<file path="config.mk">
export PLATFORM = sky130hd
export DESIGN_NAME = div_sched_flat
export DESIGN_NICKNAME = d
export VERILOG_FILES = /design/src/rtl/div_sched_pkg.sv /design/src/rtl/div_sched_if.sv /design/src/rtl/div_sched_ch.sv /design/src/rtl/div_sched.sv /design/src/flat_wrapper.sv
export SDC_FILE = /design/constraint.sdc
export NUM_CORES = 1
export LEC_CHECK = 0
export ABC_AREA = 1
export ABC_CLOCK_PERIOD_IN_PS = 2800
export CAP_MARGIN = 25
export CORE_MARGIN = 3
export CORE_UTILIZATION = 48
export DETAILED_ROUTE_END_ITERATION = 10
export PLACE_DENSITY = 0.65
export SYNTH_ARGS = -nofsm -noshare
export SYNTH_HDL_FRONTEND = slang
export SYNTH_SLANG_ARGS = --single-unit
</file>
<file path="constraint.sdc">
create_clock -name clk -period 2.8 [get_ports clk]
set_input_delay 0.56 -clock clk [delete_from_list [all_inputs] [get_ports clk]]
set_output_delay 0.56 -clock clk [all_outputs]
set_load 0.05 [all_outputs]
</file>
<file path="src/rtl/div_sched_pkg.sv">
// div_sched_pkg: shared types and sizing helpers for the divided-strobe scheduler.
package div_sched_pkg;
  typedef enum logic [1:0] {OFF, RUN, PEND} ch_state_t;
  localparam int W_DEF = 9;
  localparam int N_CH_DEF = 4;
  function automatic int ch_w(int n);
    return (n > 1) ? $clog2(n) : 1;
  endfunction
  localparam int CH_W = (N_CH_DEF > 1) ? $clog2(N_CH_DEF) : 1;
endpackage

</file>
<file path="src/rtl/div_sched_if.sv">
// div_sched_if: valid/ready configuration port selecting a channel, ratio and enable.
interface div_sched_if #(parameter int N_CH = 4, parameter int W = 9);
  import div_sched_pkg::*;
  localparam int CW = ch_w(N_CH);
  logic          cfg_valid;
  logic          cfg_ready;
  logic [CW-1:0] cfg_ch;
  logic [W-1:0]  cfg_div;
  logic          cfg_en;
  modport master(output cfg_valid, cfg_ch, cfg_div, cfg_en, input cfg_ready);
  modport slave(input cfg_valid, cfg_ch, cfg_div, cfg_en, output cfg_ready);
endinterface

</file>
<file path="src/rtl/div_sched_ch.sv">
// div_sched_ch: one channel's OFF/RUN/PEND FSM, counter, deferred ratio and output flops.
module div_sched_ch import div_sched_pkg::*; #(
  parameter int W = W_DEF
) (
  input  logic         clk,
  input  logic         RE_n,
  input  logic         i_wr,
  input  logic         i_en,
  input  logic [W-1:0] i_div,
  input  logic         i_sync,
  output logic         o_tick,
  output logic         o_clk_div,
  output logic         o_pend
);
  ch_state_t    r_state, w_next;
  logic [W-1:0] r_cnt, r_div, r_pend_div;
  logic         r_pend_en, r_tick, r_clk;
  logic         w_act, w_tc, w_apply, w_start;

  always_ff @(posedge clk or negedge RE_n)
    if (!RE_n) r_state <= OFF;
    else r_state <= w_next;

  always_comb begin
    w_next = r_state;
    unique case (r_state)
      OFF:     w_next = w_start ? RUN : OFF;
      RUN:     w_next = i_wr ? PEND : RUN;
      PEND:    w_next = w_apply ? (r_pend_en ? RUN : OFF) : PEND;
      default: w_next = OFF;
    endcase
  end

  always_comb begin
    w_act   = r_state != OFF;
    w_tc    = w_act && (r_cnt == r_div - 1'b1);
    w_apply = (r_state == PEND) && (i_sync || w_tc);
    w_start = (r_state == OFF) && i_wr && i_en;
    o_pend  = r_state == PEND;
  end

  // sync outranks terminal count: it realigns the phase and suppresses that edge's tick
  always_ff @(posedge clk or negedge RE_n)
    if (!RE_n) begin
      r_cnt      <= '0;
      r_div      <= '0;
      r_pend_div <= '0;
      r_pend_en  <= 1'b0;
      r_tick     <= 1'b0;
      r_clk      <= 1'b0;
    end else begin
      r_tick <= w_tc && !i_sync;
      r_cnt  <= (w_start || (w_act && (i_sync || w_tc))) ? '0 : w_act ? r_cnt + 1'b1 : r_cnt;
      r_clk  <= (w_start || (w_act && i_sync)) ? 1'b0 : w_tc ? ~r_clk : r_clk;
      r_div  <= w_start ? i_div : (w_apply && r_pend_en) ? r_pend_div : r_div;
      if (r_state == RUN && i_wr) begin
        r_pend_div <= i_div;
        r_pend_en  <= i_en;
      end
    end

  assign o_tick    = r_tick;
  assign o_clk_div = r_clk;
endmodule

</file>
<file path="src/rtl/div_sched.sv">
// div_sched: multi-channel clock-enable scheduler; decodes config writes and fans out sync.
module div_sched import div_sched_pkg::*; #(
  parameter int N_CH = 4,
  parameter int W    = W_DEF
) (
  input  logic            clk,
  input  logic            RE_n,
  div_sched_if.slave      cfg,
  input  logic            sync,
  output logic [N_CH-1:0] tick_out,
  output logic [N_CH-1:0] clk_div_out,
  output logic [N_CH-1:0] pend
);
  localparam int CW = ch_w(N_CH);
  logic w_hit, w_acc, w_en;

  // out-of-range channel numbers are always ready and simply dropped
  assign w_hit         = int'(cfg.cfg_ch) < N_CH;
  assign cfg.cfg_ready = w_hit ? ~pend[cfg.cfg_ch] : 1'b1;
  assign w_acc         = cfg.cfg_valid && cfg.cfg_ready && w_hit;
  assign w_en          = cfg.cfg_en && (|cfg.cfg_div);

  for (genvar i = 0; i < N_CH; i++) begin : g_ch
    div_sched_ch #(.W(W)) u_ch (
      .clk      (clk),
      .RE_n     (RE_n),
      .i_wr     (w_acc && (cfg.cfg_ch == CW'(i))),
      .i_en     (w_en),
      .i_div    (cfg.cfg_div),
      .i_sync   (sync),
      .o_tick   (tick_out[i]),
      .o_clk_div(clk_div_out[i]),
      .o_pend   (pend[i])
    );
  end
endmodule

</file>
<file path="src/flat_wrapper.sv">
// flat-port wrapper written by rule: the top's interface ports become plain ports
module div_sched_flat import div_sched_pkg::*;
#(
  parameter int N_CH = 4,
  parameter int W    = W_DEF
)
  (clk, RE_n, sync, tick_out, clk_div_out, pend, cfg_cfg_valid, cfg_cfg_ch, cfg_cfg_div, cfg_cfg_en, cfg_cfg_ready);
  div_sched_if #(.N_CH(N_CH), .W(W)) cfg_i ();
  input  logic clk;
  input  logic RE_n;
  input  logic sync;
  output logic [N_CH-1:0] tick_out;
  output logic [N_CH-1:0] clk_div_out;
  output logic [N_CH-1:0] pend;
  input wire logic [$bits(cfg_i.cfg_valid)-1:0] cfg_cfg_valid;
  input wire logic [$bits(cfg_i.cfg_ch)-1:0] cfg_cfg_ch;
  input wire logic [$bits(cfg_i.cfg_div)-1:0] cfg_cfg_div;
  input wire logic [$bits(cfg_i.cfg_en)-1:0] cfg_cfg_en;
  output wire logic [$bits(cfg_i.cfg_ready)-1:0] cfg_cfg_ready;
  assign cfg_i.cfg_valid = cfg_cfg_valid;
  assign cfg_i.cfg_ch = cfg_cfg_ch;
  assign cfg_i.cfg_div = cfg_cfg_div;
  assign cfg_i.cfg_en = cfg_cfg_en;
  assign cfg_cfg_ready = cfg_i.cfg_ready;
  div_sched #(.N_CH(N_CH), .W(W)) u_core (.clk(clk), .RE_n(RE_n), .cfg(cfg_i), .sync(sync), .tick_out(tick_out), .clk_div_out(clk_div_out), .pend(pend));
endmodule
</file>
# Yosys cells after proc, flatten, opt, wreduce, memory -nomap -nowiden
# Index checks and enable logic that the tools add are counted.
dict set report word_totals {
  register_bits 128
  in_bits 16
  wordCells 180
  output_inout_bits 13
}
dict set report op_classes {
  bitwise 5
  reduce_logical 77
  n_mux 46
  n_addsub 8
  n_lt_le_gt_ge 1
  n_eq_ne 15
}
# op count
set op_table {}
lappend op_table {{$mux W9} 16}
lappend op_table {{$logic_and A1 B1 Y1} 42}
lappend op_table {{$add A9 B1 Y9 const B} 4}
lappend op_table {{$eq A9 B9 Y1} 4}
lappend op_table {{$sub A9 B1 Y9 const B} 4}
lappend op_table {{$reduce_bool A2 Y1} 16}
lappend op_table {{$pmux W2 S3} 4}
lappend op_table {{$mux W1} 17}
lappend op_table {{$mux W2} 8}
lappend op_table {{$eq A2 B2 Y1 const B} 6}
lappend op_table {{$logic_or A1 B1 Y1} 12}
lappend op_table {{$eq A2 B1 Y1 const B} 5}
lappend op_table {{$logic_not A2 Y1} 5}
lappend op_table {{$reduce_or A9 Y1} 1}
lappend op_table {{$not A1 Y1} 5}
lappend op_table {{$lt A2 B3 Y1 const B} 1}
lappend op_table {{$bmux W1 S2} 1}
lappend op_table {{$logic_not A1 Y1} 1}

# Depth between registers and ports, before layout
dict set report logic_depth {
  depth_word 10
  ltp_mapped 16
  ltp_nobuf 16
}

# Cells and area by module
# A second synthesis with hierarchy kept.
dict set report unflattened {
  cells_unflattened 1018
  area_unflattened_um2 7519.7
}
# mod seq_area_each_um2 cells_each n_inst area_per_inst_um2
set modules_own_cells {}
lappend modules_own_cells {{div_sched_ch (u_core.g_ch[1].u_ch ...)} 800.8 249 3 1836.8}
lappend modules_own_cells {{div_sched_ch (u_core.g_ch[0].u_ch)} 800.8 241 1 1873.0}
lappend modules_own_cells {div_sched 0.0 30 1 136.4}

# Least setup slack after synthesis
# Ideal clock, no wire load.
dict set report synth_path {
  kind {in2reg}
  start {input port cfg_cfg_ch[0]}
  end {register u_core.g_ch[2].u_ch.r_cnt[8]}
  setup_time_ns 0.119
  required_time_ns 2.681
  path_buffers 1
  stages 10
  slack_ns 0.589
  arrival_ns 2.092
  cell_sequence {inv_2 -> nand2_1 -> o21ai_1 -> a21oi_2 -> nand3_2 -> o21ai_4 -> buf_4 -> nand3_1 -> nand3_1 -> nor2_1}
}
dict set report synth_via {
  elab_chain_cells 9
  word_cells_on_any_way 11
  classes_between {1 x eq/ne; 3 x mux; 1 x bitwise; 6 x reduce/logical}
}
# element line
set synth_rtl {}
lappend synth_rtl {{from (decl)} flat_wrapper.sv:16} ;# input wire logic [$bits(cfg_i.cfg_ch)-1:0] cfg_cfg_ch;
lappend synth_rtl {{$bmux W1 S2 *} div_sched.sv:19} ;# assign cfg.cfg_ready = w_hit ? ~pend[cfg.cfg_ch] : 1'b1;
lappend synth_rtl {{$mux W1 (not written as such) *} div_sched.sv:19}
lappend synth_rtl {{$not A1 Y1 *} div_sched.sv:19}
lappend synth_rtl {{named net cfg_cfg_ready} flat_wrapper.sv:19} ;# output wire logic [$bits(cfg_i.cfg_ready)-1:0] cfg_cfg_ready;
lappend synth_rtl {{$logic_and A1 B1 Y1 *} div_sched.sv:20} ;# assign w_acc = cfg.cfg_valid && cfg.cfg_ready && w_hit;
lappend synth_rtl {{$logic_and A1 B1 Y1 *} div_sched.sv:27} ;# .i_wr (w_acc && (cfg.cfg_ch == CW'(i))),
lappend synth_rtl {{$logic_and A1 B1 Y1 * (2 in series)} div_sched_ch.sv:38} ;# w_start = (r_state == OFF) && i_wr && i_en;
lappend synth_rtl {{$logic_or A1 B1 Y1 *} div_sched_ch.sv:53} ;# r_cnt <= (w_start || (w_act && (i_sync || w_tc))) ? '0 : w_act ? r_cnt + 1'b1 : r_cnt;
lappend synth_rtl {{$mux W9 or $reduce_bool A2 Y1 (tied branches)} -}
lappend synth_rtl {{to (signal assigned)} div_sched_ch.sv:53}
lappend synth_rtl {{to (decl)} div_sched_ch.sv:16} ;# logic [W-1:0] r_cnt, r_div, r_pend_div;
# Mark *: on every way through the listed nets, which the timed path passes. The rest lies on a longest branch. The select of a mux whose other input is x is not followed.
# A chain may end at the register's enable or synchronous reset.

# Final worst setup path
dict set report layout_path {
  start {register u_core.g_ch[2].u_ch.r_state[0]}
  end {output port pend[2]}
}
dict set report layout_via {
  elab_chain_cells 1
}
# element line
set layout_rtl {}
lappend layout_rtl {{from (decl)} div_sched_ch.sv:15} ;# ch_state_t r_state, w_next;
lappend layout_rtl {{from (signal assigned)} div_sched_ch.sv:22} ;# else r_state <= w_next;
lappend layout_rtl {{$eq A2 B2 Y1} div_sched_ch.sv:39} ;# o_pend = r_state == PEND;
lappend layout_rtl {{to (decl)} flat_wrapper.sv:14} ;# output logic [N_CH-1:0] pend;
# No other way between the ends.

==> flow_metrics.tcl <==
set metrics [dict create \
    vias 6380 \
    fin_crit_ns 2.51 \
    synth_cell_types 36 \
    hp-class "primary input to async pin" \
    avgSynthCellArea_um2 7.17 \
    port_buffers 28 \
    max-cap-violations 0 \
    ant_nets 0 \
    coreArea_um2 14900 \
    slowest_stage "clkdlybuf4s50_1" \
    worst_slack_ns 0.287 \
    cts_made_buffers 17 \
    ys_seq_elements 128 \
    synth_top_area_share_pct 43.0 \
    first_pass_iters 5 \
    cts_max_level 4 \
    cts_resized 0 \
    pre_cts_ws_ns 0.176 \
    rows 44 \
    combPwrFrac_pct 38.2 \
    globalplace.congestion 0.842 \
    slowest_delay_ns 0.88 \
    area_growth_pct 13.9 \
    syn_nets 1064 \
    ys_seq_area_share_pct 43.0 \
    root_buffer "clkbuf_16" \
    fin_tns_setup_ns 0 \
    setup_violations 0 \
    synth.area.top_cells "dfrtp_1 (43%), nand2_1 (18%), nand3_1 (6.6%), o21ai_0 (6.4%), inv_1 (5.2%)" \
    grt-ovfl-total 0 \
    start_util_pct 50.1 \
    synth_warnings 0 \
    clock_skew_ns 0.00844 \
    grt_pass1_vias 5862 \
    holdWs_ns 0.0555 \
    critPathLaunchType "flop" \
    postCtsHoldBufs 0 \
    cts.clk_slew.worst_paths_ns 0.06 \
    status "complete, no violations" \
    drt-total-wl_mm 16.6 \
    io_pins 29 \
    antenna_found_initial 1 \
    worstPathArrival_ns 1.95 \
    tritoncts "built" \
    clockPowerShare_pct 27.0 \
    required_ns 2.24 \
    worstSetupPathType "flop to output port" \
    p_leak_nw 4.31 \
    viasPerCell 5.04 \
    fmax_mhz 398 \
    placed_area_um2 7880 \
    die_x_um 131 \
    ir_drop_uv 456 \
    num-nets-final 1092 \
    die_y_um 131 \
    fin_crit_sh_pct 89.8 \
    endpoint_kind "output port" \
    first_iter_violations 400 \
    seq_power_share_pct 34.7 \
    p_int_mw 5.24 \
    fin_area_um2 8490 \
    post-synth-top-area-cell "dfrtp_1" \
    rsz0062_at_grt "false" \
    grt_pass1_wl_mm 28.1 \
    postSynthCellCount 1040 \
    power_switching_mw 3.30 \
    power_density_nw_per_um2 1010 \
    path_cells "nor2_1, clkdlybuf4s50_1" \
    final_layout_size_suffix_gt1_share_pct 8.51 \
    cp_max_fo 3 \
    hpwl_mm 11.8 \
    p_sw_share_pct 38.6 \
    cts.path.max_buffers 2 \
    clk_latency_ns 0.41 \
    slew_headroom_pct 63.1 \
    grt_usage_pct 20.8 \
    wl_per_cell_um 13.1 \
    post_cts_buffers 0 \
    drv_slew 0 \
    worst_pin_slew_ns 0.551 \
    clock_sinks 128 \
    drc 0 \
    fp.dieArea_um2 17100 \
    hold_viol_final 0 \
    grt_max_degree 66 \
    syn_area_um2 7450 \
]
==> placed cells by master, fill, tap and decap left out, types with 2 or more instances in the layout <==
cell type / instances
a21oi_1: 8
buf_12: 3
buf_4: 15
bufinv_16: 4
clkbuf_1: 3
clkbuf_16: 17
clkdlybuf4s50_1: 26
clkinv_2: 6
dfrtp_1: 128
ha_1: 8
inv_1: 104
inv_2: 7
nand2_1: 352
nand2_2: 15
nand2_4: 2
nand3_1: 99
nand3_2: 3
nand4_1: 9
nor2_1: 91
nor2_2: 5
nor3_1: 14
nor3_2: 2
nor4_1: 4
o21ai_0: 96
o21ai_1: 14
o21ai_4: 2
or2_2: 3
xnor2_1: 15
xor2_1: 14
==> worst paths after layout <==
path | start | endpoint | slack (ns) | cells past startpoint
max in group asynchronous | RE_n | u_core.g_ch[3].u_ch.r_div[8] | 2.05 | 2
worst max register to register | u_core.g_ch[1].u_ch.r_div[0] | u_core.g_ch[1].u_ch.r_div[0] | 0.42 | 15
worst min-delay path | RE_n | u_core.g_ch[0].u_ch.r_cnt[3] | 0.06 | 1
min in group clk | u_core.g_ch[2].u_ch.r_pend_div[4] | u_core.g_ch[2].u_ch.r_pend_div[4] | 0.49 | 2
worst min register to register | u_core.g_ch[2].u_ch.r_pend_div[4] | u_core.g_ch[2].u_ch.r_pend_div[4] | 0.49 | 2
worst max-delay path | u_core.g_ch[2].u_ch.r_state[0] | pend[2] | 0.29 | 2
==> stage by stage <==
| stage | std cells | total power, mW | utilization [%] |
|---|---|---|---|
| finish | 1266 | 8.54 | 57.1 |
| global placement | 1233 | 6.17 | 53.0 |
| global route | 1266 | 9.34 | 57.1 |
| CTS | 1265 | 8.61 | 57.1 |
| floorplan | 1040 | 5.54 | - |
| detailed placement | 1233 | 6.24 | 53.0 |
==> worst max-delay path, delay by kind of cell (launching register included) <==
kind / cells / cell delay (ns)
buf+inv: 1 / 0.88
flops: 1 / 0.38
simple gates: 1 / 0.29
==> cells in the mapped netlist, drive strengths merged <==
library cell / number
o21bai: 1
clkinv: 1
xor2: 14
nor3: 16
and3: 1
a31oi: 1
nand4: 9
a21oi: 9
nor2: 97
buf: 30
ha: 8
clkbuf: 6
nand3: 103
dfrtp: 128
nor4: 4
o21ai: 113
nand2: 369
xnor2: 15
or2: 4
inv: 111
==> layout make-up <==
cell class | instances | area (um2)
Clock buffer | 21 | 450
Sequential cell | 128 | 3200
Antenna cell | 1 | 2.50
Fill cell | 1390 | 6370
Inverter | 112 | 422
Tap cell | 184 | 230
Clock inverter | 11 | 161
Multi-Input combinational cell | 764 | 3580
Timing Repair Buffer | 45 | 444
==> power groups by stage <==
stage / Clock [mW] / Sequential (mW) / Combinational, mW
5_1_grt: 2.44 / 3.06 / 3.84
3_5_place_dp: 0 / 2.99 / 3.25
2_1_floorplan: 0 / 2.86 / 2.67
4_1_cts: 2.36 / 2.96 / 3.28
6_report: 2.31 / 2.96 / 3.26
3_3_place_gp: 0 / 2.98 / 3.18
==> flip-flops by register name (all words and copies together), names as in the netlist <==
| signal | cells |
|---|---|
| u_core.g_ch.u_ch.r_cnt | 36 |
| u_core.g_ch.u_ch.r_div | 36 |
| u_core.g_ch.u_ch.r_pend_div | 36 |
| u_core.g_ch.u_ch.r_state | 8 |
| u_core.g_ch.u_ch.o_clk_div | 4 |
| u_core.g_ch.u_ch.o_tick | 4 |
| u_core.g_ch.u_ch.r_pend_en | 4 |
==> logic make-up (layout without fill, tap and decap cells) <==
| family | after synthesis | after routing | synth area share, % |
|---|---|---|---|
| flops | 128 | 128 | 43.0 |
| other cells | 0 | 1 | 0 |
| simple gates | 603 | 603 | 34.4 |
| xor+xnor | 29 | 29 | 3.41 |
| fa+ha+maj | 8 | 8 | 1.34 |
| buf+inv | 148 | 189 | 9.05 |
| compound gates | 124 | 124 | 8.78 |
==> per-layer routing <==
| layer | GRT usage (%) | wire length [um] | vias up |
|---|---|---|---|
| met3 | 5.12 | 780 | 20 |
| li1 | - | - | 3366 |
| met2 | 32.6 | 7510 | 95 |
| met4 | 6.72 | 281 | 0 |
| met5 | 0 | 0 | - |
| met1 | 28.7 | 8020 | 2899 |
Note: power is estimated with default switching activity, not from simulation.
